## config.mk

```make
export PLATFORM = sky130hd
export DESIGN_NAME = uart_rx_oversample
export DESIGN_NICKNAME = d
export VERILOG_FILES = /design/src/rtl/uart_rx_oversample.sv
export SDC_FILE = /design/constraint.sdc
export NUM_CORES = 1
export LEC_CHECK = 0
export BUFFER_PORTS_ARGS = -buffer_cell sky130_fd_sc_hd__buf_2
export CORE_MARGIN = 5
export CORE_UTILIZATION = 61
export DETAILED_ROUTE_END_ITERATION = 16
export PLACE_DENSITY = 0.81
export SYNTH_ARGS = -nofsm -noshare
export SYNTH_HDL_FRONTEND = slang
export SYNTH_SLANG_ARGS = --single-unit
```

## constraint.sdc

```tcl
create_clock -name clk -period 4.4 [get_ports clk]
set_clock_uncertainty 0.2 [all_clocks]
set_input_delay 1.1 -clock clk [delete_from_list [all_inputs] [get_ports clk]]
set_output_delay 1.1 -clock clk [all_outputs]
set_load 0.02 [all_outputs]
```

## src/rtl/uart_rx_oversample.sv

```systemverilog
// uart_rx_oversample
// 8N1 UART receiver with a two-flop input synchroniser and a 3-sample majority
// vote per bit. A start bit that is not held low at mid-bit is rejected as a glitch.
// A low stop bit raises one frame_err pulse. The receiver then waits for the line
// to return high, so a break condition reports only once. Received bytes go into a
// small first-word-fall-through FIFO that the consumer drains with rd_en.

module uart_rx_oversample #(
  parameter int CLKS_PER_BIT = 10416,
  parameter int FIFO_DEPTH   = 4
) (
  input  logic                          clk,
  input  logic                          rst,
  input  logic                          rx,
  input  logic                          rd_en,
  output logic [7:0]                    rxout,
  output logic                          rx_valid,
  output logic [$clog2(FIFO_DEPTH):0]   fifo_count,
  output logic                          rx_busy,
  output logic                          frame_err,
  output logic                          overrun
);

  localparam int CNT_W   = $clog2(CLKS_PER_BIT);
  localparam int PTR_W   = $clog2(FIFO_DEPTH);
  localparam int FCNT_W  = PTR_W + 1;
  localparam int HALF    = CLKS_PER_BIT / 2;

  // The three vote samples straddle mid-bit; the vote is resolved on the last one.
  localparam logic [CNT_W-1:0]  SAMPLE_A   = CNT_W'(HALF - 1);
  localparam logic [CNT_W-1:0]  SAMPLE_B   = CNT_W'(HALF);
  localparam logic [CNT_W-1:0]  SAMPLE_C   = CNT_W'(HALF + 1);
  localparam logic [CNT_W-1:0]  LAST_CNT   = CNT_W'(CLKS_PER_BIT - 1);
  localparam logic [FCNT_W-1:0] FULL_COUNT = FCNT_W'(FIFO_DEPTH);

  typedef enum logic [2:0] {
    ST_IDLE      = 3'd0,
    ST_START     = 3'd1,
    ST_DATA      = 3'd2,
    ST_STOP      = 3'd3,
    ST_WAIT_HIGH = 3'd4
  } state_t;

  // Two-of-three vote used for every bit decision.
  function automatic logic majority3(input logic a, input logic b, input logic c);
    return (a & b) | (a & c) | (b & c);
  endfunction

  // ---------------------------------------------------------------------------
  // Signals
  // ---------------------------------------------------------------------------
  logic              rx_meta_q, rx_meta_d;
  logic              rx_sync_q, rx_sync_d;
  logic              rx_s;

  state_t            state_q, state_d;
  logic [CNT_W-1:0]  cnt_q, cnt_d;
  logic [2:0]        bit_idx_q, bit_idx_d;
  logic              samp_a_q, samp_a_d;
  logic              samp_b_q, samp_b_d;
  logic [7:0]        shift_q, shift_d;
  logic              frame_err_q, frame_err_d;
  logic              rx_busy_q, rx_busy_d;
  logic              maj_s;
  logic              push_s;

  logic [7:0]        mem_q [FIFO_DEPTH];
  logic [7:0]        mem_d [FIFO_DEPTH];
  logic [PTR_W-1:0]  wr_ptr_q, wr_ptr_d;
  logic [PTR_W-1:0]  rd_ptr_q, rd_ptr_d;
  logic [FCNT_W-1:0] count_q, count_d;
  logic [7:0]        rxout_q, rxout_d;
  logic              rx_valid_q, rx_valid_d;
  logic              overrun_q, overrun_d;
  logic              full_s;
  logic              pop_s;
  logic              wr_en_s;

  // ---------------------------------------------------------------------------
  // Input synchroniser
  // ---------------------------------------------------------------------------

  // Next values for the two synchroniser stages.
  always_comb begin
    rx_meta_d = rx;
    rx_sync_d = rx_meta_q;
  end

  // Synchroniser flops idle high so reset never looks like a start edge.
  always_ff @(posedge clk or posedge rst) begin
    if (rst) begin
      rx_meta_q <= 1'b1;
      rx_sync_q <= 1'b1;
    end else begin
      rx_meta_q <= rx_meta_d;
      rx_sync_q <= rx_sync_d;
    end
  end

  assign rx_s  = rx_sync_q;
  assign maj_s = majority3(samp_a_q, samp_b_q, rx_s);

  // ---------------------------------------------------------------------------
  // Receive FSM
  // ---------------------------------------------------------------------------

  // Next-state, bit timing, sampling and the stop-bit decision.
  always_comb begin
    state_d     = state_q;
    cnt_d       = cnt_q;
    bit_idx_d   = bit_idx_q;
    samp_a_d    = samp_a_q;
    samp_b_d    = samp_b_q;
    shift_d     = shift_q;
    frame_err_d = 1'b0;
    push_s      = 1'b0;

    if (cnt_q == SAMPLE_A) begin
      samp_a_d = rx_s;
    end else if (cnt_q == SAMPLE_B) begin
      samp_b_d = rx_s;
    end else begin
      samp_a_d = samp_a_q;
      samp_b_d = samp_b_q;
    end

    case (state_q)
      ST_IDLE: begin
        cnt_d = '0;
        if (!rx_s) begin
          state_d = ST_START;
        end else begin
          state_d = ST_IDLE;
        end
      end

      ST_START: begin
        if ((cnt_q == SAMPLE_C) && maj_s) begin
          // Line went back high before mid-bit: treat as noise.
          state_d = ST_IDLE;
          cnt_d   = '0;
        end else if (cnt_q == LAST_CNT) begin
          state_d   = ST_DATA;
          cnt_d     = '0;
          bit_idx_d = 3'd0;
        end else begin
          cnt_d = cnt_q + CNT_W'(1);
        end
      end

      ST_DATA: begin
        if (cnt_q == SAMPLE_C) begin
          shift_d = {maj_s, shift_q[7:1]};
        end else begin
          shift_d = shift_q;
        end
        if (cnt_q == LAST_CNT) begin
          cnt_d = '0;
          if (bit_idx_q == 3'd7) begin
            state_d = ST_STOP;
          end else begin
            bit_idx_d = bit_idx_q + 3'd1;
          end
        end else begin
          cnt_d = cnt_q + CNT_W'(1);
        end
      end

      ST_STOP: begin
        // Decide at mid stop bit and leave at once so an early next start is seen.
        if (cnt_q == SAMPLE_C) begin
          cnt_d = '0;
          if (maj_s) begin
            push_s  = 1'b1;
            state_d = ST_IDLE;
          end else begin
            frame_err_d = 1'b1;
            state_d     = ST_WAIT_HIGH;
          end
        end else begin
          cnt_d = cnt_q + CNT_W'(1);
        end
      end

      ST_WAIT_HIGH: begin
        cnt_d = '0;
        if (rx_s) begin
          state_d = ST_IDLE;
        end else begin
          state_d = ST_WAIT_HIGH;
        end
      end

      default: begin
        state_d = ST_IDLE;
        cnt_d   = '0;
      end
    endcase

    rx_busy_d = (state_d == ST_START) || (state_d == ST_DATA) || (state_d == ST_STOP);
  end

  // FSM state, bit timing and registered status outputs.
  always_ff @(posedge clk or posedge rst) begin
    if (rst) begin
      state_q     <= ST_IDLE;
      cnt_q       <= '0;
      bit_idx_q   <= 3'd0;
      samp_a_q    <= 1'b1;
      samp_b_q    <= 1'b1;
      shift_q     <= 8'h00;
      frame_err_q <= 1'b0;
      rx_busy_q   <= 1'b0;
    end else begin
      state_q     <= state_d;
      cnt_q       <= cnt_d;
      bit_idx_q   <= bit_idx_d;
      samp_a_q    <= samp_a_d;
      samp_b_q    <= samp_b_d;
      shift_q     <= shift_d;
      frame_err_q <= frame_err_d;
      rx_busy_q   <= rx_busy_d;
    end
  end

  // ---------------------------------------------------------------------------
  // Received-byte FIFO (first word fall through)
  // ---------------------------------------------------------------------------

  // Push/pop arbitration, pointer and count update, next head byte.
  always_comb begin
    full_s    = (count_q == FULL_COUNT);
    pop_s     = rd_en && rx_valid_q;
    // A pop in the same cycle frees the slot, so a full FIFO still accepts the byte.
    wr_en_s   = push_s && (!full_s || pop_s);
    overrun_d = push_s && full_s && !pop_s;

    mem_d = mem_q;
    if (wr_en_s) begin
      mem_d[wr_ptr_q] = shift_q;
    end else begin
      mem_d = mem_q;
    end

    if (wr_en_s) begin
      wr_ptr_d = wr_ptr_q + PTR_W'(1);
    end else begin
      wr_ptr_d = wr_ptr_q;
    end

    if (pop_s) begin
      rd_ptr_d = rd_ptr_q + PTR_W'(1);
    end else begin
      rd_ptr_d = rd_ptr_q;
    end

    case ({wr_en_s, pop_s})
      2'b10:   count_d = count_q + FCNT_W'(1);
      2'b01:   count_d = count_q - FCNT_W'(1);
      default: count_d = count_q;
    endcase

    rx_valid_d = (count_d != '0);

    // The incoming byte becomes the head when it lands in the slot the read pointer moves to.
    if (wr_en_s && (wr_ptr_q == rd_ptr_d)) begin
      rxout_d = shift_q;
    end else begin
      rxout_d = mem_q[rd_ptr_d];
    end
  end

  // FIFO storage, pointers and registered FIFO outputs.
  always_ff @(posedge clk or posedge rst) begin
    if (rst) begin
      mem_q      <= '{default: 8'h00};
      wr_ptr_q   <= '0;
      rd_ptr_q   <= '0;
      count_q    <= '0;
      rxout_q    <= 8'h00;
      rx_valid_q <= 1'b0;
      overrun_q  <= 1'b0;
    end else begin
      mem_q      <= mem_d;
      wr_ptr_q   <= wr_ptr_d;
      rd_ptr_q   <= rd_ptr_d;
      count_q    <= count_d;
      rxout_q    <= rxout_d;
      rx_valid_q <= rx_valid_d;
      overrun_q  <= overrun_d;
    end
  end

  assign rxout      = rxout_q;
  assign rx_valid   = rx_valid_q;
  assign fifo_count = count_q;
  assign rx_busy    = rx_busy_q;
  assign frame_err  = frame_err_q;
  assign overrun    = overrun_q;

endmodule
```

# --- Word-level counts from Yosys, hierarchy flattened ---
# Cells that the tools add are included.
totals:
  register_bits: 83
op_classes:
  order_cmp: 3
  reduce_logical: 18
  muxes: 33
  n_eq_ne: 20
  bitwise: 8
  add_sub_neg: 6
ops:
  columns: ["cell", "n"]
  rows:
  - ["equality test 14 x 13 -> 1 bit (second input constant)", 3]
  - ["2-to-1 mux 14 bit", 3]
  - ["one-hot mux 14 bit (3 select lines)", 1]
  - ["2-to-1 mux 3 bit", 11]
  - ["bitwise mux 32 bit", 1]
  - ["2-to-1 mux 8 bit", 4]
  - ["binary-select mux 8 bit (select 2 bit)", 1]
  - ["demux 8 bit (select 2 bit)", 1]
  - ["one-hot mux 3 bit (5 select lines)", 1]
  - ["adder 14 x 1 -> 14 bit (second input constant)", 1]
  - ["equality test 14 bit (second input constant)", 1]
  - ["equality test 3 x 2 -> 1 bit (second input constant)", 4]
  - ["one-hot mux 3 bit (2 select lines)", 2]
  - ["equality test 3 bit (second input constant)", 3]
  - ["!= test 2 bit (second input constant)", 4]
  - ["logical AND 1 bit", 7]
  - ["2-to-1 mux 1 bit", 7]
  - ["adder 3 x 1 -> 3 bit (second input constant)", 2]
  - ["equality test 3 x 1 -> 1 bit (second input constant)", 2]
  - ["greater-or-equal comparator 3 bit (second input constant)", 2]
  - ["NOT 2 -> 3 bit", 2]
  - ["AND reduction 5 bit", 1]
  - ["adder 2 x 1 -> 2 bit (second input constant)", 2]
  - ["AND reduction 2 bit", 2]
  - ["other kinds (14)", 20]

# --- Logic depth before layout (Yosys ltp) ---
# Gate-level depths: netlist (run 1).
depth:
  word_depth: 10
  depth_mapped: 12
  ltp_nobuf: 12

# --- Worst setup path after synthesis (run 1) ---
# No wires, ideal clock.
synth_timing:
  path_type: "input to register"
  startpoint: "in rd_en"
  endpoint: "reg rx_valid_q, in the netlist rx_valid"
  arrival_time_ns: 2.801
  path_slack_ns: 1.267
  t_required_ns: 4.069
  setup_ns: 0.131
  path_stages: 11
  cell_sequence: "nand2_1 nand4_1 nand2_1 or3_1 ha_1 inv_1 fa_1 xor2_1 nor2_1 xor2_1 or3_1"
synth_via:
  elab_chain_cells: 6
synth_lines:
  columns: ["item", "line_no", "text"]
  rows:
  - ["start, declared", "15", "input logic rd_en,"]
  - ["logical AND 1 bit *", "233", "pop_s = rd_en && rx_valid_q;"]
  - ["logical OR 1 bit", "235", "wr_en_s = push_s && (!full_s || pop_s);"]
  - ["logical AND 1 bit", "235", null]
  - ["equality test 2 x 1 -> 1 bit or equality test 2 bit (tied branches)", "257", "case ({wr_en_s, pop_s})"]
  - ["one-hot mux 3 bit (2 select lines) *", "257", null]
  - ["named net count_d[2]", "71", "logic [FCNT_W-1:0] count_q, count_d;"]
  - ["nonzero test 3 bit *", "263", "rx_valid_d = (count_d != '0);"]
  - ["named net rx_valid_d", "73", "logic rx_valid_q, rx_valid_d;"]
  - ["end signal, assigned", "289", "rx_valid_q <= rx_valid_d;"]
  - ["end, declared", "73", null]
# Mark *: on every way through the listed nets, which the timed path passes. The rest lies on a longest branch.
# A chain may end at the register's enable or synchronous reset.

# --- Worst setup path after layout (run 1) ---
# Ends and elaborated chain as after synthesis.

==> metrics.md, run 1 <==
| Metric | Value |
|---|---|
| Worst Setup SP | rd_en |
| Most common cell after layout, fill and taps aside | dfrtp_1 |
| Slew HR | 32.4% |
| Status | complete, no violations |
| H-tree Lvls | 3 |
| First-pass GRT wire length | 11500 um |
| Post-synth EDFFs | 0 |
| Final Instance Count excl. Fillers | 401 |
| Residual DRC | 0 |
| Total of max-cap violations | 0 |
| # diodes | 0 |
| Sequential-to-total area share from yosys stat | 53.5% |
| CP endpoint | rx_valid |
| Port buffer count | 18 |
| Gpl congestion | 0.789 |
| P&R area growth vs syn | 9.32% |
| Avg Synthesized Cell Area | 13.4 um^2 |
| Leakage Power | 2.19 nW |
| Hold WS | 0.160 ns |
| Post-DP HPWL | 4520 um |
| Req. time, crit path | 4.44 ns |
| Core Region | 6280 um^2 |
| Fin. Hold Viols | 0 |
| Vias in the first global route | 2345 |
| HP Class | flop to flop |
| Critical Path Sink Type | flop |
| Io pins | 19 |
| Fin crit period | 2.97 ns |
| Worst-path clk slew | 0.09 ns |
| Setup-failing EPs final | 0 |
| Final WS setup | 1.43 ns |
| CP Max Fanout | 3 |
| TNS Setup | 0 ns |
| Synthesized flop and latch total | 83 |
| Final worst-path cycle share | 67.4% |
| Final WL | 6680 um |
| Prevailing post-synth register cell | dfrtp_1 |
| Width of the die | 89.9 um |
| Post-synthesis cell area | 3890 um^2 |
| Global-route usage over all layers | 17.8% |
| GRT overflow | 0 |
| DR vias | 2279 |
| Hold Buf Count CTS | 0 |
| Commonest non-fill, non-tap cells in the layout | dfrtp_1, mux2_2, nor2_1 |
| Later-pin clock latency in the skew report | 0.37 ns |
| CTS Buf Count | 9 |
| Max Freq | 337 MHz |
| Final Core Density | 67.8% |
| 1st-pass router iterations | 4 |
| Worst r2r path cells | 12 |
| Detail Route Antenna Nets | 0 |
| Synth async-reset ratio | 100% |
| Synth Net Count | 306 |
| Initial core utilization | 62.0% |
| Drt wl/cell | 16.7 um |
| Clock sinks | 83 |
| Reg2Reg Setup Slack | 1.58 ns |
| CP Launch Type | input pin |
| Placed cell count | 385 |
| Initial antenna violation count | 0 |
| Vias per inst | 5.68 |
| Pwr/cell area | 304 nW/um^2 |
| Max VDD drop | 0.000204 V |
| Share of cells above drive strength 1 | 32.7% |
| DRT iter0 DRCs | 81 |
| CTS resizes | 0 |
| Final nets | 334 |
| YS warnings | 0 |
| Maximum root-to-sink buffer count | 2 |
| Pins over their slew limit | 0 |
| Worst-Margin Slew | 1.01 ns |
| Reg-to-Reg End | rx_valid |
| Critical Path AT | 3.01 ns |
| Largest net degree at the start of global routing | 63 |
| Worst reg2reg path startpoint | cnt_q[1] |
| CTS tree | built |
| Synth unique cells | 47 |
| Fillers | 464 |
| Root Buffer | clkbuf_8 |
| Worst slack, placed | 1.05 ns |
| WHS Path Cells | 0 |
| Die Span Y | 89.9 um |
| Post-Synthesis Cells | 291 |
| WS Path Type | input pin to flop |
| Row cnt | 29 |
| RSZ-0062 raised after global routing | false |
| DIE AREA | 8080 um^2 |
| Post-CTS Setup Inserts | 0 |
worst min-delay path by stage:
| stage | start | end | slack [ns] |
|---|---|---|---|
| after floorplan | rx_meta_q | rx_s | 0.15 |
| after global placement | rx_meta_q | rx_s | 0.15 |
| after detailed placement | rx_meta_q | rx_s | 0.15 |
| after CTS | rx_meta_q | rx_s | 0.16 |
| after global routing | rx_meta_q | rx_s | 0.16 |
| final | rx_meta_q | rx_s | 0.16 |
stage by stage:
step                      area [um^2]  total power [mW]
final                            4260              1.30
after global placement           4070             0.797
after detailed placement         4070             0.798
after CTS                        4260              1.31
after floorplan                  3890             0.791
after global routing             4260              1.35
metal layers:
layer  vias up  track usage [%]  wire [um]
met1      1148             23.0       2930
met5         -                0          0
met3        12             4.92        203
li1       1096                -          -
met2        23             28.6       3440
met4         0             6.82        115
sequential cells by signal (all words and copies together), names as in the netlist, 2 cells and up:
| register | count |
|---|---|
| bit_idx_q | 3 |
| cnt_q | 14 |
| fifo_count | 3 |
| mem_q | 32 |
| rd_ptr_q | 2 |
| rxout | 8 |
| shift_q | 8 |
| state_q | 3 |
| wr_ptr_q | 2 |
critical path, stage by stage:
cell and delay [ns]:
buf_2 0.09, nand2_1 0.14, nand4_1 0.18, nand2_1 0.06, or3_1 0.31, ha_1 0.23, inv_1 0.07, fa_1 0.17
xor2_1 0.15, nor2_1 0.06, xor2_1 0.14, or3_1 0.30
power by group:
| group | internal, mW | leakage [nW] | switching, mW |
|---|---|---|---|
| Sequential | 0.764 | 1.12 | 0.000805 |
| Clock | 0.214 | 0.0921 | 0.301 |
| Combinational | 0.00227 | 0.981 | 0.0146 |
| Total | 0.980 | 2.19 | 0.316 |
synthesized netlist by cell type, drive strengths merged (2+ instances only):
cell type	count	area, um^2
nor3	4	20.0
mux2	50	563
and4	2	17.5
ha	10	125
a21oi	4	20.0
nor2b	2	12.5
or3	2	12.5
nand3	4	20.0
xnor2	6	52.6
o41ai	2	17.5
nor2	22	95.1
buf	2	18.8
and2	2	12.5
nand4bb	2	22.5
nand2	22	92.6
and3b	3	27.5
nand4b	2	17.5
xor2	13	133
dfstp	4	105
nor3b	3	22.5
inv	11	41.3
and3	6	37.5
or2	2	12.5
nand3b	3	35.0
o21ai	9	45.0
dfrtp	79	1980
mux4	8	210
cell type report:
type / instances / area, um^2 / share of cell area (%)
multi-input combinational: 194 / 1750 / 41.1
inverter: 11 / 42.5 / 0.999
tap: 77 / 96.3 / 2.26
sequential: 83 / 2080 / 48.9
clock inverter: 7 / 58.8 / 1.38
clock buffer: 9 / 124 / 2.91
timing repair buffer: 20 / 105 / 2.47
logic make-up after synthesis:
logic type / Yosys count / share of synthesized area (%)
AOI/OAI and AO/OA: 18 / 3.18
xor gates and xnor gates: 19 / 4.76
adders and majority gates: 12 / 4.02
buffers and inverters: 14 / 1.64
DFF: 83 / 53.5
muxes: 58 / 19.9
and+or+nand+nor: 87 / 13.1
Note: power is estimated with default switching activity, not from simulation.
==> inputs of run 2 (changes only) <==
Settings changed: CORE_UTILIZATION 61 to 55, PLACE_DENSITY 0.81 to 0.78.
Clock period 4.4 ns to 2.5 ns, I/O delays scaled along.
==> metrics.md, run 2 (same netlist as run 1, synthesis figures left out) <==
| Metric | Value |
|---|---|
| Worst slack, placed | -0.224 ns |
| WS Path Type | flop to flop |
| Critical Path Sink Type | flop |
| Port buffer count | 18 |
| 1st-pass router iterations | 4 |
| Final WL | 6950 um |
| Design area | 4630 um^2 |
| Post-DP HPWL | 4900 um |
| Most common cell after layout, fill and taps aside | dfrtp_1 |
| Residual DRC | 0 |
| Final nets | 371 |
| HP Class | flop to flop |
| Worst-path clk slew | 0.08 ns |
| Status | complete, but fails checks |
| Max Freq | 389 MHz |
| Fin. Hold Viols | 0 |
| Share of cells above drive strength 1 | 42.1% |
| # diodes | 0 |
| Area of the multi-input gates | 1800 um^2 |
| Core Region | 6830 um^2 |
| Later-pin clock latency in the skew report | 0.35 ns |
| DIE AREA | 8860 um^2 |
| Crit-path slowest cell | dfstp_2 |
| Post-DP Area | 4390 um^2 |
| CP Launch Type | flop |
| Max VDD drop | 0.000333 V |
| Initial antenna violation count | 0 |
| Pins over their slew limit | 0 |
| Total of max-cap violations | 0 |
| Setup-failing EPs final | 1 |
| GRT overflow | 0 |
| CTS tree | built |
| Root Buffer | clkbuf_8 |
| Biggest register | mem_q |
| Detail Route Antenna Nets | 0 |
| Final worst-path cycle share | 103% |
| Global-route usage over all layers | 17.7% |
| Commonest non-fill, non-tap cells in the layout | dfrtp_1, mux2_2, buf_4 |
| Slowest stage delay, CP | 0.54 ns |
| CTS Buf Count | 9 |
| Largest net degree at the start of global routing | 49 |
| FF+latch area | 2080 um^2 |
| Worst-Margin Slew | 0.617 ns |
| Max FFs per register | 32 |
| Clock sinks | 83 |
| Cells along the critical path | maj3_2, nand3b_4, or3_1, ha_2, inv_2, fa_2, xor2_1, nor2_1, xor2_1, or3_1 |
| Pwr/cell area | 491 nW/um^2 |
| Drt wl/cell | 15.2 um |
| DRT iter0 DRCs | 74 |
| H-tree Lvls | 3 |
| Failing checks | negative setup slack |
| P&R area growth vs syn | 18.9% |
| First-pass GRT wire length | 12100 um |
| Fillers | 483 |
| Vias in the first global route | 2539 |
| DR vias | 2406 |
| Leakage Power | 2.38 nW |
| Gpl congestion | 0.814 |
| Initial core utilization | 57.0% |
| Slew HR | 58.9% |
| Final WS setup | -0.0706 ns |
| Io pins | 19 |
| Fin crit period | 2.57 ns |
| Width of the die | 94.1 um |
| Biggest regs | mem_q x32, cnt_q x14 |
| Row cnt | 30 |
| RSZ-0062 raised after global routing | true |
| CP Max Fanout | 3 |
| TNS Setup | -0.0706 ns |
| Vias per inst | 5.26 |
| Die Span Y | 94.1 um |
| Maximum root-to-sink buffer count | 2 |
| Pwr Total | 2.27 mW |
| Req. time, crit path | 2.53 ns |
| Critical Path AT | 2.60 ns |
-- run 2: path summary, 6_finish.rpt --
| path | slack [ns] | to | startpoint | cells past startpoint |
|---|---|---|---|---|
| min in group asynchronous | 0.18 | rxout[0] | rst | 3 |
| max reg2reg | -0.07 | rx_valid | samp_a_q | 10 |
| max | -0.07 | rx_valid | samp_a_q | 10 |
| max in group asynchronous | 1.42 | cnt_q[3] | rst | 3 |
| min reg2reg | 0.16 | rx_s | rx_meta_q | 0 |
| min | 0.16 | rx_s | rx_meta_q | 0 |
-- run 2: final cells by class --
| class | count | area share [%] |
|---|---|---|
| inverter | 11 | 0.973 |
| clock buffer | 10 | 2.97 |
| multi-input combinational | 194 | 38.9 |
| sequential | 83 | 45.0 |
| tap | 96 | 2.59 |
| clock inverter | 6 | 1.08 |
| timing repair buffer | 57 | 8.54 |
-- run 2: per-layer routing --
metal  share of wire (%)  up-vias  wire length, um  GRT usage, %
li1                    -     1174                -             -
met1                  44     1192             3080          22.2
met2                  52       33             3590          29.9
met3                 2.9        7              199          3.77
met4                 1.0        0               70          6.98
met5                   0        -                0             0
-- run 2: power breakdown --
part	switching [mW]	total (mW)	internal, mW
registers	0.000773	1.34	1.34
logic	0.0277	0.0328	0.00512
clock network	0.500	0.896	0.396
-- run 2: repair_timing --
item                                    4_1_cts  5_1_grt
endpoints found under the setup margin        1        2
resized for setup                             3        2
setup buffers                                 0        2
hold buffers                                  0        0
pin swaps                                     1        0
cloned                                        0        0
-- run 2: metrics by stage --
step,utilization [%],hold WS [ns],instances
2_1_floorplan,-,0.145,291
3_3_place_gp,64.3,0.147,439
3_5_place_dp,64.3,0.149,439
4_1_cts,67.2,0.153,455
5_1_grt,67.8,0.158,457
6_report,67.8,0.160,457
-- run 2: worst max-delay path, delay by kind of cell (launching register included) --
kind | cells | cell delay, ns
XOR/XNOR | 2 | 0.28
buffers and inverters | 1 | 0.06
adder cells (fa/ha/maj) | 3 | 0.62
flip-flops | 1 | 0.54
AND/OR/NAND/NOR | 4 | 0.78
==> inputs of run 3 (changes only) <==
Settings changed: CORE_MARGIN 5 to 4, SETUP_SLACK_MARGIN set to 0.02.
==> metrics.md, run 3 (same netlist as run 1, synthesis figures left out) <==
| Metric | Value |
|---|---|
| Residual DRC | 0 |
| GRT Max-Usage Layer | met2 |
| Grt met2 use | 32.2% |
| DR vias | 2440 |
| Fin crit period | 2.63 ns |
| GRT overflow | 0 |
| Sw Ratio | 24.1% |
| CP endpoint | rx_valid |
| Failing checks | negative setup slack |
| Leakage Power | 2.39 nW |
| Final WS setup | -0.134 ns |
| Total of max-cap violations | 0 |
| Int Power | 1.73 mW |
| Most common cell after layout, fill and taps aside | dfrtp_1 |
| Hold WS | 0.0769 ns |
| Core Region | 6830 um^2 |
| Vias in the first global route | 2603 |
| CTS Buf Count | 9 |
| Initial core utilization | 57.0% |
| Req. time, crit path | 2.54 ns |
| Post-DP HPWL | 5070 um |
| Final nets | 371 |
| Max FFs per register | 32 |
| Sequential group share of total power | 58.9% |
| H-tree Lvls | 3 |
| Slew HR | 67.8% |
| Width of the die | 92.1 um |
| Final worst-path cycle share | 105% |
| Pwr/cell area | 489 nW/um^2 |
| Clk network pwr share | 39.3% |
| Io pins | 19 |
| WS Path Type | flop to flop |
| Gpl congestion | 0.795 |
| Port buffer count | 18 |
| Reg2Reg Setup Slack | -0.13 ns |
| P&R area growth vs syn | 19.8% |
| CP Max Fanout | 3 |
| Clock sinks | 83 |
| Die Span Y | 92.1 um |
| Max VDD drop | 0.000307 V |
| DRT iter0 DRCs | 54 |
| Fin. Hold Viols | 0 |
| Worst-path clk slew | 0.09 ns |
| Critical Path Sink Type | flop |
| Pins over their slew limit | 0 |
| Initial antenna violation count | 0 |
| Final WL | 7170 um |
| Biggest register | mem_q |
| Row cnt | 30 |
| HP Class | input pin to asynchronous set/reset pin |
| Status | complete, but fails checks |
| Global-route usage over all layers | 18.7% |
| Worst-Margin Slew | 0.483 ns |
| Maximum root-to-sink buffer count | 2 |
| CP Launch Type | flop |
| Biggest regs | mem_q x32, cnt_q x14 |
| Drt wl/cell | 15.7 um |
| Met3 Use GR | 4.68% |
| Reg-to-Reg End | rx_valid |
| Setup-failing EPs final | 1 |
| # diodes | 0 |
| Vias per inst | 5.34 |
| DIE AREA | 8490 um^2 |
| Critical Path AT | 2.67 ns |
| Combinational share of power | 1.7% |
| Largest net degree at the start of global routing | 31 |
| Hold Buf Count CTS | 0 |
| CTS tree | built |
| Share of cells above drive strength 1 | 42.1% |
| Worst reg2reg path startpoint | rx_s |
| Max Freq | 380 MHz |
| Worst r2r path cells | 10 |
| First-pass GRT wire length | 12400 um |
| Detail Route Antenna Nets | 0 |
| Worst slack, placed | -0.280 ns |
| Worst Setup SP | rx_s |
| Switch Pwr | 0.550 mW |
| 1st-pass router iterations | 4 |
| Root Buffer | clkbuf_8 |
| RSZ-0062 raised after global routing | true |
| Commonest non-fill, non-tap cells in the layout | dfrtp_1, mux2_2, buf_4 |
| Later-pin clock latency in the skew report | 0.35 ns |
| GR Layer Usage met1 | 23.0% |
run 3: changes by cell type in the layout (fill, tap and decap cells not counted), moves of 2 or more:
cell      delta
buf_12       +2
buf_4        -2
clkinv_4     -2
inv_6        +2
run 3: how the worst min path moves through the flow:
stage / start / endpoint / slack [ns] / cells after the start
CTS: rst / mem_q[28] / 0.07 / 2
detailed placement: rx_meta_q / rx_s / 0.15 / 0
floorplan: rx_meta_q / rx_s / 0.15 / 0
finish: rst / fifo_count[1] / 0.08 / 2
global placement: rx_meta_q / rx_s / 0.15 / 0
global route: rst / mem_q[27] / 0.08 / 2
run 3: final cells by class:
cell class	instances	area, um^2
fillers	505	2170
flip-flops and latches	83	2080
multi-input cells	194	1810
repair buffers	57	420
clock buffers	9	124
well taps	96	120
clock inverters	7	58.8
inverters	11	45.0
run 3: worst max-delay path, stage by stage (launching register included):
cell,delay (ns)
dfstp_2,0.55
maj3_2,0.22
nand3b_4,0.09
or3_4,0.39
ha_4,0.17
inv_2,0.05
fa_2,0.18
xor2_1,0.15
nor2_1,0.07
xor2_1,0.14
or3_1,0.30
run 3: stage by stage:
stage / instance area (um^2) / utilization, % / cells / power [mW] / setup TNS [ns]
after floorplan: 3920 / - / 291 / 1.39 / -0.0548
after global placement: 4430 / 64.8 / 440 / 1.41 / -0.153
after detailed placement: 4430 / 64.8 / 440 / 1.41 / -0.340
after CTS: 4640 / 67.9 / 456 / 2.31 / -0.131
after global routing: 4660 / 68.3 / 457 / 2.38 / -0.217
final: 4660 / 68.3 / 457 / 2.28 / -0.134
run 3: metal layers:
metal | vias to the layer above | wire length (um)
li1 | 1172 | -
met1 | 1228 | 3060
met2 | 29 | 3830
met3 | 11 | 191
met4 | 0 | 83
met5 | - | 0
run 3: power groups by stage:
stage	Clock [mW]	Combinational, mW	Sequential (mW)
floorplan	0	0.0199	1.37
global placement	0	0.0408	1.37
detailed placement	0	0.0414	1.37
CTS	0.926	0.0415	1.35
global route	0.987	0.0458	1.35
finish	0.898	0.0394	1.35
run 3: repair_timing:
action | CTS | global route
pin swaps | 1 | 3
setup buffers | 0 | 1
setup endpoints to repair | 1 | 2
gates resized for setup | 5 | 2
